### src/rtl/tex_qspi_arbiter.sv
// Two-requester arbiter for the QSPI texture flash. Each grant runs a complete
// Quad-Output Fast Read (0x6B) returning one byte; requesters alternate on ties.
// Optional last-hit cache is enabled by defining TEX_LAST_HIT_EN.
module tex_qspi_arbiter #(
  parameter int unsigned DUMMY_CYCLES = 8,
  parameter int unsigned CSB_GAP      = 2
) (
  input  logic        i_clk,
  input  logic        i_reset_n,
  input  logic        i_req0,
  input  logic [23:0] i_addr0,
  output logic        o_ack0,
  input  logic        i_req1,
  input  logic [23:0] i_addr1,
  output logic        o_ack1,
  output logic [7:0]  o_data,
  output logic        o_busy,
  output logic        o_tex_csb,
  output logic        o_tex_sclk,
  output logic        o_tex_oeb0,
  output logic        o_tex_out0,
  input  logic [3:0]  i_tex_in
);

  localparam logic [7:0] CmdFastReadQuad = 8'h6B;
  localparam logic [4:0] DummyLast       = 5'(DUMMY_CYCLES - 1);
  localparam logic [3:0] GapLoad         = 4'(CSB_GAP - 1);

  typedef enum logic [2:0] {StIdle, StCmd, StAddr, StDummy, StData, StGap} state_e;

  state_e      state_q, state_d;
  logic        phase_q, phase_d;   // 0: sclk low, 1: sclk high
  logic [4:0]  cnt_q, cnt_d;       // SPI period index within the current state
  logic [3:0]  gap_q, gap_d;       // remaining gap cycles; 0 means expired
  logic        gid_q, gid_d;       // granted requester
  logic        rr_q, rr_d;         // requester that wins the next tie
  logic [23:0] addr_q, addr_d;
  logic [3:0]  rx_q, rx_d;         // upper nibble captured in the first data period
  logic [7:0]  data_q, data_d;
  logic        ack0_q, ack0_d;
  logic        ack1_q, ack1_d;
  logic        grant_ok, sel;
  logic [23:0] gaddr;
`ifdef TEX_LAST_HIT_EN
  logic [23:0] last_addr_q, last_addr_d;
  logic [7:0]  last_data_q, last_data_d;
  logic        last_vld_q, last_vld_d;
`endif

  // Next-state: SPI sequencing, gap timing and round-robin grant.
  always_comb begin
    state_d  = state_q;
    phase_d  = phase_q;
    cnt_d    = cnt_q;
    gap_d    = gap_q;
    gid_d    = gid_q;
    rr_d     = rr_q;
    addr_d   = addr_q;
    rx_d     = rx_q;
    data_d   = data_q;
    ack0_d   = 1'b0;
    ack1_d   = 1'b0;
    grant_ok = 1'b0;
    sel      = 1'b0;
    gaddr    = i_addr0;
`ifdef TEX_LAST_HIT_EN
    last_addr_d = last_addr_q;
    last_data_d = last_data_q;
    last_vld_d  = last_vld_q;
`endif
    unique case (state_q)
      StIdle: grant_ok = 1'b1;
      StGap: begin
        if (gap_q != 4'd0) begin
          gap_d = gap_q - 4'd1;
        end else begin
          // Last gap cycle doubles as the idle decision so CSB high time is exactly CSB_GAP.
          grant_ok = 1'b1;
          state_d  = StIdle;
        end
      end
      StCmd, StAddr, StDummy, StData: begin
        phase_d = ~phase_q;
        if (phase_q) begin
          cnt_d = cnt_q + 5'd1;
          if (state_q == StCmd && cnt_q == 5'd7) begin
            state_d = StAddr;
            cnt_d   = '0;
          end else if (state_q == StAddr && cnt_q == 5'd23) begin
            state_d = StDummy;
            cnt_d   = '0;
          end else if (state_q == StDummy && cnt_q == DummyLast) begin
            state_d = StData;
            cnt_d   = '0;
          end else if (state_q == StData) begin
            if (cnt_q == 5'd0) begin
              rx_d = i_tex_in;
            end else begin
              data_d  = {rx_q, i_tex_in};
              // A dropped request still completes, but gets no ack.
              ack0_d  = ~gid_q & i_req0;
              ack1_d  = gid_q & i_req1;
              state_d = StGap;
              phase_d = 1'b0;
              gap_d   = GapLoad;
`ifdef TEX_LAST_HIT_EN
              last_addr_d = addr_q;
              last_data_d = {rx_q, i_tex_in};
              last_vld_d  = 1'b1;
`endif
            end
          end
        end
      end
      default: state_d = StIdle;
    endcase

    if (grant_ok && (i_req0 || i_req1)) begin
      if (i_req0 && i_req1) begin
        sel  = rr_q;
        rr_d = ~rr_q;
      end else begin
        sel = i_req1;
      end
      gaddr  = sel ? i_addr1 : i_addr0;
      gid_d  = sel;
      addr_d = gaddr;
`ifdef TEX_LAST_HIT_EN
      if (last_vld_q && gaddr == last_addr_q) begin
        ack0_d  = ~sel;
        ack1_d  = sel;
        data_d  = last_data_q;
        state_d = StIdle;
      end else begin
        state_d = StCmd;
        phase_d = 1'b0;
        cnt_d   = '0;
      end
`else
      state_d = StCmd;
      phase_d = 1'b0;
      cnt_d   = '0;
`endif
    end
  end

  // State registers; reset leaves the gap expired and requester 0 first on a tie.
  always_ff @(posedge i_clk or negedge i_reset_n) begin
    if (!i_reset_n) begin
      state_q <= StIdle;
      phase_q <= 1'b0;
      cnt_q   <= '0;
      gap_q   <= '0;
      gid_q   <= 1'b0;
      rr_q    <= 1'b0;
      addr_q  <= '0;
      rx_q    <= '0;
      data_q  <= '0;
      ack0_q  <= 1'b0;
      ack1_q  <= 1'b0;
`ifdef TEX_LAST_HIT_EN
      last_addr_q <= '0;
      last_data_q <= '0;
      last_vld_q  <= 1'b0;
`endif
    end else begin
      state_q <= state_d;
      phase_q <= phase_d;
      cnt_q   <= cnt_d;
      gap_q   <= gap_d;
      gid_q   <= gid_d;
      rr_q    <= rr_d;
      addr_q  <= addr_d;
      rx_q    <= rx_d;
      data_q  <= data_d;
      ack0_q  <= ack0_d;
      ack1_q  <= ack1_d;
`ifdef TEX_LAST_HIT_EN
      last_addr_q <= last_addr_d;
      last_data_q <= last_data_d;
      last_vld_q  <= last_vld_d;
`endif
    end
  end

  // Pad and status outputs decoded from registered state only.
  always_comb begin
    o_ack0     = ack0_q;
    o_ack1     = ack1_q;
    o_data     = data_q;
    o_busy     = (state_q != StIdle);
    o_tex_csb  = 1'b1;
    o_tex_sclk = 1'b0;
    o_tex_oeb0 = 1'b0;
    o_tex_out0 = 1'b0;
    if (state_q inside {StCmd, StAddr, StDummy, StData}) begin
      o_tex_csb  = 1'b0;
      o_tex_sclk = phase_q;
    end
    if (state_q == StCmd) o_tex_out0 = CmdFastReadQuad[3'(3'd7 - cnt_q[2:0])];
    if (state_q == StAddr) o_tex_out0 = addr_q[5'd23 - cnt_q];
    if (state_q inside {StDummy, StData}) o_tex_oeb0 = 1'b1;
  end

endmodule
### config.mk
export PLATFORM = sky130hd
export DESIGN_NAME = tex_qspi_arbiter
export DESIGN_NICKNAME = d
export VERILOG_FILES = /design/src/rtl/tex_qspi_arbiter.sv
export SDC_FILE = /design/constraint.sdc
export NUM_CORES = 1
export LEC_CHECK = 0
export CORE_MARGIN = 2
export CORE_UTILIZATION = 38
export DETAILED_ROUTE_END_ITERATION = 10
export GPL_TIMING_DRIVEN = 0
export HOLD_SLACK_MARGIN = 0.02
export PLACE_DENSITY = 0.66
export SYNTH_ARGS = -nofsm -noshare
export SYNTH_HDL_FRONTEND = slang
export SYNTH_SLANG_ARGS = --single-unit
export TNS_END_PERCENT = 50
### constraint.sdc
create_clock -name i_clk -period 2.4 [get_ports i_clk]
set_input_delay 0.24 -clock i_clk [delete_from_list [all_inputs] [get_ports i_clk]]
set_output_delay 0.24 -clock i_clk [all_outputs]
set_load 0.02 [all_outputs]
-- After elaboration in Yosys (flattened, before gate mapping)
Memories as Yosys holds them, arrays and structs flattened.
Index checks and enable logic that the tools add are counted.
W data, S select, Z words.
- bits in registers: 53
- ROM bits: 8
- input bits: 56
- output and inout port bits: 15
- logic and storage cells: 126
- memories: 1
- memory list (name ; depth ; bits a word ; rd ports ; clocked after memory_dff ; wr ports ; RTL line ; text):
    (no name shown) ; 8 ; 1 ; 1 ; 0 ; 0 ; 200 ; if (state_q == StCmd) o_tex_out0 = CmdFastReadQuad[3'(3'd7 - cnt_q[2:0])];
- add/sub/neg operators: 4
- order comparisons: 2
- equality and inequality tests: 19
- mux-type cells: 58
- bitwise gates (word level): 9
- reductions and logical operators: 22
- operators by type and width (cell ; count):
    $mux W1 ; 32
    $mux W5 ; 6
    $mux W4 ; 7
    $mux W24 ; 1
    $mux W3 ; 8
    $ne A2 B2 Y1 const B ; 8
    $reduce_and A7 Y1 ; 2
    $ne A6 B6 Y1 const B ; 2
    $pmux W3 S3 ; 1
    $pmux W4 S2 ; 1
    $reduce_and A8 Y1 ; 1
    $reduce_bool A2 Y1 ; 4
    $reduce_bool A4 Y1 ; 2
    $not A1 Y1 ; 7
    $eq A3 B2 Y1 const B ; 2
    $eq A3 B3 Y1 const B ; 2
    $lt A5 B6 Y1 const B ; 1
    $ne A3 B3 Y1 const B ; 2
    $add A5 B1 Y5 const B ; 1
    $bmux W1 S5 ; 1
    $eq A5 B3 Y1 const B ; 1
    $eq A5 B5 Y1 const B ; 1
    $logic_and A1 B1 Y1 ; 5
    $logic_not A5 Y1 ; 1
    other kinds (13) ; 15

-- Longest topological paths before layout
Gate-level depths: netlist of the first run.
- depth in word-level cells: 9
- gate-level depth with buffers: 8
- mapped depth without buffers: 7

-- Worst setup path after synthesis of the first run
No wires, ideal clock.
- kind: register -> register
- start point: reg gap_q[0]
- end point: reg state_q[1]
- data arrival time: 2.265 ns
- setup slack: 0.008 ns
- stages on the path, launching flop included: 9
- path buffers: 1
- period minus slack after synthesis: 2.392 ns
- cell sequence: dfrtp_1 > inv_1 > ha_1 > or3b_1 > buf_2 > or4_4 > a31oi_4 > o311a_2 > mux2_1
- cells in the longest elaborated chain, start to end: 6
- elaborated cells between the ends (all ways): 11
- classes of those cells: eq/ne: 5; mux: 3; reduce/logical: 3
- RTL lines (what ; RTL line ; text):
    from (decl) ; 34 ; logic [3:0] gap_q, gap_d;
    from (signal assigned) ; 170 ; gap_q <= gap_d;
    $reduce_bool A4 Y1 * ; 74 ; if (gap_q != 4'd0) begin
    $mux W1 ; 74 ;
    $pmux W1 S2 ; 71 ; unique case (state_q)
    $logic_and A1 B1 Y1 ; 118 ; if (grant_ok && (i_req0 || i_req1)) begin
    $ne A6 B6 Y1 (no source line), or another cell as far along ; -- ;
    $reduce_and A5 Y1 (no source line) ; -- ;
    to (signal assigned) ; 150 ; state_q <= StIdle;
    to (signal assigned) ; 167 ; state_q <= state_d;
    to (decl) ; 31 ; state_e state_q, state_d;
Every way passes the cells marked *; elsewhere a longest branch is shown, timed or not.
A chain may end at the register's enable or synchronous reset.

-- Worst setup path after layout of the first run
Same ends and word-level chain as after synthesis.

==> flow_metrics.env, run 1 <==
export IMPL_outcome="finished with violations"
export IMPL_violations="negative setup slack"
export IMPL_combPwrFrac_pct=52.4
export IMPL_io_pin_count=71
export IMPL_drv_cap=0
export IMPL_initial_core_util_pct=39.9
export IMPL_synth_seq_area_share_pct=45.4
export IMPL_synth_enable_flop_cells=0
export IMPL_p_per_area_mw_per_mm2=1140
export IMPL_place_gp_congestion=0.827
export IMPL_cp_max_fo=3
export IMPL_postPlaceCellArea_sq_mm=0.00376
export IMPL_ys_flop_type="dfrtp_1"
export IMPL_p_switching_mw=1.82
export IMPL_coreArea_sq_mm=0.00733
export IMPL_final_area_sq_mm=0.00401
export IMPL_nNetsFinal=460
export IMPL_ys_async_sr_fraction_pct=100
export IMPL_grt_pass1_vias=2650
export IMPL_clock_sinks=53
export IMPL_final_max_slew_viol_count=0
export IMPL_postRouteAntennaNets=0
export IMPL_core_rowCount=31
export IMPL_cp_required_ns=2.60
export IMPL_via_per_inst=5.22
export IMPL_fmax_ghz=0.400
export IMPL_relSlewSlack_pct=54.4
export IMPL_drive_gt1_share_pct=15.8
export IMPL_yosys_register_bits=53
export IMPL_area_growth_pct=37.3
export IMPL_r2r_end="state_q[1]$_DFFE_PN0P_"
export IMPL_num_vias=2602
export IMPL_hold_path_class="in2async"
export IMPL_yosysWarningCount=0
export IMPL_criticalPathCategory="reg2reg"
export IMPL_routed_wl_um=7220
export IMPL_instances_no_fill=498
export IMPL_end_kind="flip-flop"
export IMPL_synthTopCellsByArea="dfrtp_1 45%, nand2_1 7.3%, a31oi_1 5.6%, mux2_2 5.0%, nor2_1 4.1%"
export IMPL_insertedDiodeCount=0
export IMPL_worst_ep_arrival_time_ns=2.70
export IMPL_die_y_um=91.7
export IMPL_grt_pass1_wl_um=12000
export IMPL_yosysMostFrequentCell="nand2_1"
export IMPL_cts_root_buf="clkbuf_8"
export IMPL_insertion_delay_ns=0.32
export IMPL_htree_levels=2
export IMPL_avgSynthCellArea_sq_um=9.33
export IMPL_drc=0
export IMPL_p_total_mw=4.59
export IMPL_ff2ff_setup_slack_ns=-0.1
export IMPL_hold_viol=0
export IMPL_leakagePower_nw=1.68
export IMPL_dieArea_sq_mm=0.00841
export IMPL_rsz0062_at_grt="yes"
export IMPL_setup_slack_ns=-0.0989
export IMPL_die_w_um=91.7
export IMPL_clk_pin_slew_ns=0.10
export IMPL_ys_top_cells_by_count="57 x nand2_1, 53 x dfrtp_1, 32 x nor2_1, 26 x a31oi_1, 15 x clkbuf_1"
export IMPL_rr_startpoint="gap_q[0]$_DFFE_PN0P_"
export IMPL_io_buffers=70
export IMPL_synthCells=313
export IMPL_synth_top_area_share_pct=45.4
export IMPL_p_clk_share_pct=14.0
export IMPL_final_period_utilization_pct=104
export IMPL_tightest_slew_ns=0.683
export IMPL_synth_nets=375
export IMPL_netlist_area_sq_mm=0.00292
export IMPL_track_usage_pct=17.4
export IMPL_fin_crit_ns=2.50
export IMPL_power_share_switching_pct=39.6
export IMPL_p_int_mw=2.77
export IMPL_reg2reg_depth=8
export IMPL_wl_per_cell_um=14.5
export IMPL_grt_start_max_net_pins=40
export IMPL_fin_setup_tns_ns=-0.129
export IMPL_vdd_drop_max_mv=0.395
export IMPL_numCtsBuffers=5
export IMPL_dp_cells=483
export IMPL_report_final_setup_viol=2
export IMPL_seqPwrFrac_pct=33.6
export IMPL_hpwl_um=5460
export IMPL_cts_tree="yes"
export IMPL_cts_buffer_depth=2
export IMPL_overflow=0
export IMPL_antenna_found_initial=0
export IMPL_synth_top_area_cell="dfrtp_1"
export IMPL_drtPass1Iterations=4
export IMPL_drtIter0Drc=95
export IMPL_final_setup_skew_ns=0.00994
export IMPL_synth_cell_types=53
export IMPL_startpoint_type="flip-flop"
-- per-stage QoR --
step | hold WS (ns) | utilization, % | worst slack [ns]
2_1_floorplan | -0.0556 | - | 0.00798
3_3_place_gp | 0.451 | 51.1 | -0.581
3_5_place_dp | 0.191 | 51.3 | -0.375
4_1_cts | 0.384 | 54.2 | -0.0864
5_1_grt | 0.402 | 54.7 | -0.141
6_report | 0.371 | 54.7 | -0.0989
-- logic make-up after synthesis --
group	synth area share, %
flops	45.4
fa+ha+maj	2.57
simple gates	19.7
mux	9.94
buf+inv	4.58
xor+xnor	1.50
compound gates	16.3
-- cell type report --
| type | count | area, sq um |
|---|---|---|
| fill | 671 | 3320 |
| inverter | 13 | 48.8 |
| clock inverter | 3 | 47.5 |
| multi-input combinational | 226 | 1510 |
| buffer | 19 | 108 |
| tap | 99 | 124 |
| timing repair buffer | 80 | 781 |
| sequential | 53 | 1330 |
| clock buffer | 5 | 68.8 |
-- registers in the layout, indices dropped and copies added (netlist names) --
signal / cells
cnt_q: 5
rx_q: 4
o_ack0: 1
phase_q: 1
gid_q: 1
gap_q: 4
state_q: 3
o_ack1: 1
rr_q: 1
addr_q: 24
o_data: 8
-- how the worst max path moves through the flow --
stage,from,to,slack [ns],cells after the start
final,gap_q[0]$_DFFE_PN0P_,state_q[1]$_DFFE_PN0P_,-0.1,8
after global routing,gap_q[1]$_DFFE_PN0P_,state_q[1]$_DFFE_PN0P_,-0.14,8
after CTS,gap_q[0]$_DFFE_PN0P_,state_q[1]$_DFFE_PN0P_,-0.09,8
after detailed placement,cnt_q[0]$_DFFE_PN0P_,o_tex_out0,-0.37,6
after global placement,i_reset_n,addr_q[16]$_DFFE_PN0P_,-0.58,1
after floorplan,gap_q[0]$_DFFE_PN0P_,state_q[1]$_DFFE_PN0P_,0.008,8
-- layer usage --
metal,share of wire [%],vias up,track usage (%)
met4,0.97,0,4.55
met2,49,79,29.6
met1,45,1233,22.6
li1,-,1282,-
met3,5.5,8,3.78
met5,0,-,0
-- timing repair --
item	4_1_cts	5_1_grt
gates resized for setup	20	14
setup buffers	6	2
hold endpoints to repair	14	0
hold buffers	1	0
pin swaps	2	4
setup endpoints to repair	40	26
-- placed cells by master, fill, tap and decap left out, drive strengths merged, types with 3 or more instances in the layout --
| master | count |
|---|---|
| clkdlybuf4s50 | 65 |
| a22oi | 3 |
| clkbuf | 19 |
| nor2 | 32 |
| nand2 | 57 |
| nor3 | 3 |
| o21ai | 9 |
| nand3 | 11 |
| dfrtp | 53 |
| mux2 | 14 |
| and2 | 5 |
| mux4 | 5 |
| xnor2 | 3 |
| o31ai | 3 |
| inv | 15 |
| nand2b | 3 |
| a31oi | 27 |
| a21oi | 5 |
| buf | 17 |
| o22ai | 3 |
| ha | 6 |
-- critical path, cell delays in order (launching register included) --
cell	delay, ns
dfrtp_1	0.41
inv_2	0.09
ha_4	0.13
or3b_1	0.35
buf_6	0.14
or4_4	0.56
a31oi_4	0.21
o311a_4	0.19
mux2_4	0.30
-- power by group through the flow --
stage | registers [mW] | logic (mW) | clock network (mW)
6_report | 1.54 | 2.41 | 0.642
5_1_grt | 1.60 | 2.65 | 0.693
4_1_cts | 1.53 | 2.38 | 0.657
3_5_place_dp | 1.53 | 2.28 | 0
3_3_place_gp | 1.51 | 2.22 | 0
2_1_floorplan | 1.53 | 1.53 | 0
Note: power is estimated with default switching activity, not from simulation.
==> inputs of run 2 (changes only) <==
- ABC_AREA: default -> 0
==> results of run 2 <==
Final layout, timing and power as in run 1 (identical DEF).
